$ cat config.mk
export PLATFORM = sky130hd
export DESIGN_NAME = round_key_adder
export DESIGN_NICKNAME = d
export VERILOG_FILES = /design/src/rtl/round_key_adder.sv
export SDC_FILE = /design/constraint.sdc
export NUM_CORES = 2
export LEC_CHECK = 0
export ABC_AREA = 1
export ABC_CLOCK_PERIOD_IN_PS = 2500
export BUFFER_PORTS_ARGS = -buffer_cell sky130_fd_sc_hd__buf_4
export CAP_MARGIN = 40
export CORE_MARGIN = 4
export CORE_UTILIZATION = 25
export CTS_CLUSTER_SIZE = 8
export DETAILED_ROUTE_END_ITERATION = 16
export SKIP_CTS_REPAIR_TIMING = 1
export SYNTH_ARGS = -nofsm -noshare
export SYNTH_HDL_FRONTEND = slang
export SYNTH_SLANG_ARGS = --single-unit
$ cat constraint.sdc
create_clock -name clk -period 2.5 [get_ports clk]
set_clock_uncertainty 0.05 [all_clocks]
set_input_delay 0.125 -clock clk [delete_from_list [all_inputs] [get_ports clk]]
set_output_delay 0.125 -clock clk [all_outputs]
set_load 0.01 [all_outputs]
$ cat src/rtl/round_key_adder.sv
// AES-128 AddRoundKey stage with on-the-fly key expansion.
// The block XORs plaintext with the cipher key, then sends each round state
// to the SubBytes/ShiftRows/MixColumns path. It adds the next round key to
// each returning state. After round 10 it presents the ciphertext.
// Optional build macro: AES_ROUND_KEY_EXPORT_EN adds a roundKey output
// that mirrors the current round key register.

// AES forward S-box. The table is stored MSB-first, so entry 0 occupies the
// top byte of the table.
module sBox (
  input  logic [7:0] inByte,
  output logic [7:0] outByte
);
  localparam logic [2047:0] SBOX_TABLE = {
    128'h637c777bf26b6fc53001672bfed7ab76,
    128'hca82c97dfa5947f0add4a2af9ca472c0,
    128'hb7fd9326363ff7cc34a5e5f171d83115,
    128'h04c723c31896059a071280e2eb27b275,
    128'h09832c1a1b6e5aa0523bd6b329e32f84,
    128'h53d100ed20fcb15b6acbbe394a4c58cf,
    128'hd0efaafb434d338545f9027f503c9fa8,
    128'h51a3408f929d38f5bcb6da2110fff3d2,
    128'hcd0c13ec5f974417c4a77e3d645d1973,
    128'h60814fdc222a908846eeb814de5e0bdb,
    128'he0323a0a4906245cc2d3ac629195e479,
    128'he7c8376d8dd54ea96c56f4ea657aae08,
    128'hba78252e1ca6b4c6e8dd741f4bbd8b8a,
    128'h703eb5664803f60e613557b986c11d9e,
    128'he1f8981169d98e949b1e87e9ce5528df,
    128'h8ca1890dbfe6426841992d0fb054bb16
  };

  // Entry idx starts at bit 8*(255-idx). 255-idx is the same as ~idx.
  logic [10:0] bitPos;

  assign bitPos  = {~inByte, 3'b000};
  assign outByte = SBOX_TABLE[bitPos +: 8];
endmodule

module round_key_adder (
  input  logic         clk,
  input  logic         reset,
  input  logic         startValid,
  output logic         startReady,
  input  logic [127:0] plainText,
  input  logic [127:0] cipherKey,
  output logic         outValid,
  input  logic         outReady,
  output logic [127:0] outState,
  output logic [3:0]   roundNum,
  input  logic         feedbackValid,
  input  logic [127:0] feedbackState,
  output logic         cipherValid,
  input  logic         cipherReady,
  output logic [127:0] cipherText
`ifdef AES_ROUND_KEY_EXPORT_EN
  ,
  output logic [127:0] roundKey
`endif
);

  typedef enum logic [1:0] {
    IDLE    = 2'd0,
    EMIT    = 2'd1,
    WAIT_FB = 2'd2,
    DONE    = 2'd3
  } stateT;

  localparam logic [3:0] LAST_ROUND = 4'd10;

  stateT        state;
  stateT        stateNext;
  logic [127:0] stateReg;
  logic [127:0] keyReg;
  logic [3:0]   round;

  logic         loadStart;
  logic         advanceRound;
  logic         loadFeedback;

  // rcon for the key that comes after round r, so r=0 gives the round-1 constant.
  function automatic logic [7:0] rconAfter(input logic [3:0] r);
    logic [7:0] rc;
    case (r)
      4'd0:    rc = 8'h01;
      4'd1:    rc = 8'h02;
      4'd2:    rc = 8'h04;
      4'd3:    rc = 8'h08;
      4'd4:    rc = 8'h10;
      4'd5:    rc = 8'h20;
      4'd6:    rc = 8'h40;
      4'd7:    rc = 8'h80;
      4'd8:    rc = 8'h1b;
      4'd9:    rc = 8'h36;
      default: rc = 8'h00;
    endcase
    return rc;
  endfunction

  // Next round key. Word 0 is the most significant word of keyReg.
  logic [31:0] w0, w1, w2, w3;
  logic [31:0] rotW;
  logic [31:0] subW;
  logic [31:0] n0, n1, n2, n3;
  logic [127:0] nextKey;

  assign w0   = keyReg[127:96];
  assign w1   = keyReg[95:64];
  assign w2   = keyReg[63:32];
  assign w3   = keyReg[31:0];
  assign rotW = {w3[23:0], w3[31:24]};

  sBox sBox3 (.inByte(rotW[31:24]), .outByte(subW[31:24]));
  sBox sBox2 (.inByte(rotW[23:16]), .outByte(subW[23:16]));
  sBox sBox1 (.inByte(rotW[15:8]),  .outByte(subW[15:8]));
  sBox sBox0 (.inByte(rotW[7:0]),   .outByte(subW[7:0]));

  assign n0      = w0 ^ subW ^ {rconAfter(round), 24'h000000};
  assign n1      = w1 ^ n0;
  assign n2      = w2 ^ n1;
  assign n3      = w3 ^ n2;
  assign nextKey = {n0, n1, n2, n3};

  // FSM state register; reset takes priority over every other input.
  always_ff @(posedge clk) begin
    if (reset) begin
      state <= IDLE;
    end else begin
      state <= stateNext;
    end
  end

  // Next-state logic, handshake outputs and datapath load strobes.
  always_comb begin
    stateNext    = state;
    startReady   = 1'b0;
    outValid     = 1'b0;
    cipherValid  = 1'b0;
    loadStart    = 1'b0;
    advanceRound = 1'b0;
    loadFeedback = 1'b0;
    case (state)
      IDLE: begin
        startReady = 1'b1;
        if (startValid) begin
          loadStart = 1'b1;
          stateNext = EMIT;
        end
      end
      EMIT: begin
        outValid = 1'b1;
        // This guard keeps round from wrapping past 10, even if state is corrupted.
        if (outReady && (round < LAST_ROUND)) begin
          advanceRound = 1'b1;
          stateNext    = WAIT_FB;
        end
      end
      WAIT_FB: begin
        if (feedbackValid) begin
          loadFeedback = 1'b1;
          stateNext    = (round == LAST_ROUND) ? DONE : EMIT;
        end
      end
      DONE: begin
        cipherValid = 1'b1;
        if (cipherReady) begin
          stateNext = IDLE;
        end
      end
      default: begin
        stateNext = IDLE;
      end
    endcase
  end

  // Round state, round key and round counter.
  always_ff @(posedge clk) begin
    if (reset) begin
      stateReg <= '0;
      keyReg   <= '0;
      round    <= '0;
    end else if (loadStart) begin
      stateReg <= plainText ^ cipherKey;
      keyReg   <= cipherKey;
      round    <= '0;
    end else if (advanceRound) begin
      keyReg   <= nextKey;
      round    <= round + 4'd1;
    end else if (loadFeedback) begin
      stateReg <= feedbackState ^ keyReg;
    end
  end

  assign outState   = stateReg;
  assign roundNum   = round;
  assign cipherText = stateReg;

`ifdef AES_ROUND_KEY_EXPORT_EN
  assign roundKey = keyReg;
`else
  // The round key stays internal when the export macro is not defined.
`endif

endmodule

==> results.txt <==
The flow ran to the end, but the final reports show violations. The final reports fail on hold timing, setup timing. Cells with a size suffix above 1 make up 39.7% of the layout. The later pin in the worst-skew pair is clocked with a latency of 620 ps. The buffer levels on the longest clock path is 3. The synthesized netlist devotes 12.7% of its cell area to compound gates. The relative area change from synthesis to final layout came out at 76.8%.

The flip-flop and latch count after synthesis is 270. In the routed design, unresolved DRC markers number 0. Setup repair after global routing could not meet its margin everywhere.

The max-cap check violation count is 0. Setup slack on the critical path of the routed design comes to -383 ps. Broken down by cell family, the worst path's largest delay share belongs to simple AND/OR/NAND/NOR gates.

The cell area after layout came out at 50100 sq um. At the end of the flow, the number of nets in the layout was 6861. In this run the tool buffered the top-level ports with 652 buffer cells. 653 I/O pins were placed.

The worst stage delay on the critical path came out at 390 ps. Synthesis handed over a netlist of 4900 instances. The final count of pins violating max slew came out at 0. The initial utilization of the core area, before any placement, comes to 25.2%. The cell area after placement is 39800 sq um.

The worst path buffer plus inverter count came out at 4. The final estimated routing congestion in global placement came out at 1.01. The number of global-route vias before repair is 36.6k. The worst setup path is captured at a register. The tree is rooted in a sky130_fd_sc_hd__clkbuf_16. For the pin with the worst max-slew slack, the measured transition is 895 ps. The area share of fa/ha/maj cells after synthesis came out at 2.74%. The simple-gate share of the synthesized area came out at 45.0%. The critical path startpoint category is a register. The critical path data required time is 2930 ps. The sequential element share of the synthesized area is 19.1%. The sink count of the clock tree came out at 270. The CTS clock-pin slew for the worst setup and hold paths is 60 ps. After detailed routing, the number of vias per cell comes to 5.23. The peak ir drop on the vdd network is 0.443 mV. The number of hold-slack violations in the final timing report is 4. The count of antenna-violating nets left after detailed routing came out at 0. The die is 345 microns wide.

The routed wirelength normalized by instance count came out at 23.4 microns. The dominant combinational cell family by area after synthesis is simple AND/OR/NAND/NOR gates. The count of standard-cell rows came out at 123. For the finished layout, the period the worst path requires is 2880 ps.

The sum of negative setup slack came out at -16010 ps. The leakage power is 0.0230 uW. Counting distinct cell types in the post-synthesis netlist gives 34. The worst path uses 115% of the clock period.

The first routing iteration left 3849 violations. The synthesized cell area came out at 28300 sq um. The global-route wire length before repair came out at 250 mm. The slowest stage of the critical path is the sky130_fd_sc_hd__dfxtp_4 cell.

The overall routing resource usage is 28.0%. The initial antenna violation count came out at 8. The wire-length estimate of the detail-placed layout is 141 mm. Based on the critical path, the design can be clocked at up to 347 MHz. The worst pin sits at a relative slew slack of 39.7%. The area of the core region came out at 112000 sq um.

The minimum hold slack is -66.6 ps. The die height came out at 345 microns. The area enclosed by the die boundary is 119000 sq um. The cell area power density came out at 622 nW/um^2.

The min-delay analysis places its worst path in the category input port to register. The pin count of the biggest net entering global routing came out at 103. The mean instance size in the synthesized netlist is 5.78 sq um. The sum of overflow across all layers after global routing is 0.

The number of clock buffers inserted by TritonCTS is 42. The number of nets in the synthesized netlist is 5352. The routed design has 185 mm of wire.

The count of yosys warnings during synthesis is 0. The critical path goes through clkinvlp_4 -> buf_6 -> ha_4 -> nand2_4 -> buf_4 -> nand3_1 -> nand3_1 -> nand3_1 -> nand3_2 -> nand3_4 -> nand2_2 -> nand2_2 -> nand3b_1 -> nand2_2 -> nand2_2 -> buf_6 -> nand2_2 -> nand2_1 -> nand3_2 -> a21oi_2. The TritonCTS clock tree is yes. The arrival time at the worst endpoint came out at 3320 ps.

After Yosys synthesis, XOR and XNOR cells account for 8.19% of the synthesized area. The power consumption is 31200 uW. After synthesis, the share of cell area in mux cells is 0%. In this run the number of H-tree levels came out at 2. The setup violation total in the final timing report came out at 96. Of all nets on the critical path, the largest fanout is 4. The critical path in this run is classified as register to register.

The cell that appears most often on the critical path is sky130_fd_sc_hd__nand2_2. The first-pass iteration count of the detailed router is 8. The detailed router placed 41.5k vias in this run.
sequential cells by signal, indices dropped and copies added (netlist names), named ones only:
| name | flops |
|---|---|
| state | 2 |
| cipherText | 128 |
| roundNum | 4 |
| keyReg | 128 |
metrics by stage:
| stage | setup slack (ps) | utilization [%] | std cells |
|---|---|---|---|
| 2_1_floorplan | -58.1 | - | 4900 |
| 3_3_place_gp | -698 | 35.4 | 7422 |
| 3_5_place_dp | -718 | 35.4 | 7425 |
| 4_1_cts | -734 | 36.5 | 7483 |
| 5_1_grt | -543 | 44.5 | 7923 |
| 6_report | -383 | 44.5 | 7925 |
final timing paths:
check | startpoint | to | slack [ps] | depth (start not counted)
worst max-delay path | keyReg[8] | keyReg[18] | -380 | 20
worst min-delay path | cipherReady | state[1] | -70 | 4
worst max register to register | keyReg[8] | keyReg[18] | -380 | 20
worst min register to register | cipherText[7] | cipherText[7] | 430 | 2
cell type report:
| cell class | count | area, sq um |
|---|---|---|
| Fill cell | 11434 | 62400 |
| Timing Repair Buffer | 1926 | 16800 |
| Clock buffer | 50 | 1090 |
| Clock inverter | 8 | 86.3 |
| Inverter | 246 | 1020 |
| Sequential cell | 270 | 5450 |
| Multi-Input combinational cell | 3923 | 23800 |
| Antenna cell | 2 | 5.00 |
| Tap cell | 1500 | 1880 |
worst reg2reg max path: cells and delay by family, from the launching register on:
family                   cells  cell delay (ps)
buffers and inverters        4              590
adder cells (fa/ha/maj)      1              320
AO/OA/AOI/OAI                1               50
AND/OR/NAND/NOR             14             1370
flip-flops                   1              390
per-layer routing:
layer | wire (microns) | up-vias | track usage, %
met3 | 16800 | 372 | 6.02
met4 | 7290 | 4 | 8.15
met1 | 77200 | 19813 | 37.8
met5 | 27 | - | 0
li1 | - | 19273 | -
met2 | 83900 | 1988 | 44.8
logic make-up (layout without fill, tap and decap cells):
| family | after synthesis | in the layout |
|---|---|---|
| compound gates | 681 | 681 |
| other cells | 0 | 2 |
| xor+xnor | 265 | 265 |
| buf+inv | 707 | 2230 |
| fa+ha+maj | 62 | 62 |
| simple gates | 2915 | 2915 |
| flops | 270 | 270 |
layout by cell type, fill, tap and decap left out, types with 15 or more instances in the layout:
cell type	synthesis	final
sky130_fd_sc_hd__buf_4	157	1381
sky130_fd_sc_hd__nand2_1	1446	1146
sky130_fd_sc_hd__nand3_1	1219	833
sky130_fd_sc_hd__dlygate4sd3_1	0	358
sky130_fd_sc_hd__a21oi_1	383	350
sky130_fd_sc_hd__nand3_2	2	322
sky130_fd_sc_hd__nand2_2	31	265
sky130_fd_sc_hd__dfxtp_1	270	251
sky130_fd_sc_hd__inv_1	212	184
sky130_fd_sc_hd__o21ai_0	172	165
sky130_fd_sc_hd__xor2_1	137	137
sky130_fd_sc_hd__xnor2_1	128	128
sky130_fd_sc_hd__nor2_1	163	124
sky130_fd_sc_hd__a31oi_1	102	100
sky130_fd_sc_hd__buf_6	17	100
sky130_fd_sc_hd__buf_12	0	77
sky130_fd_sc_hd__nand3_4	0	66
sky130_fd_sc_hd__nand2_4	4	62
sky130_fd_sc_hd__clkbuf_16	0	44
sky130_fd_sc_hd__ha_1	62	31
sky130_fd_sc_hd__inv_2	23	30
sky130_fd_sc_hd__a21oi_2	6	29
sky130_fd_sc_hd__nor2_2	10	26
sky130_fd_sc_hd__nor2_4	0	23
sky130_fd_sc_hd__ha_4	0	22
sky130_fd_sc_hd__nand3b_1	19	19
sky130_fd_sc_hd__nand4_1	15	15
report_power, final:
group          total [uW]  internal, uW  switching [uW]
clock network        5500          3150            2350
logic               20000          8570           11400
registers            5660          4850             815
Yosys cell counts, drive strengths merged:
library cell | n | area share, %
clkbuf | 154 | 2.0
nand3b | 19 | 0.50
o211ai | 10 | 0.26
ha | 62 | 2.7
xor2 | 137 | 4.2
xnor2 | 128 | 4.0
buf | 307 | 7.0
o21ai | 178 | 3.1
clkinv | 9 | 0.12
nand4 | 15 | 0.33
inv | 237 | 3.2
o22ai | 1 | 0.022
nand2 | 1481 | 20
or2 | 4 | 0.088
a21oi | 390 | 7.0
nand3 | 1221 | 22
a31oi | 102 | 2.3
nor2 | 173 | 2.4
nor3 | 2 | 0.053
dfxtp | 270 | 19
No activity file was read; power rests on OpenSTA's default activity.
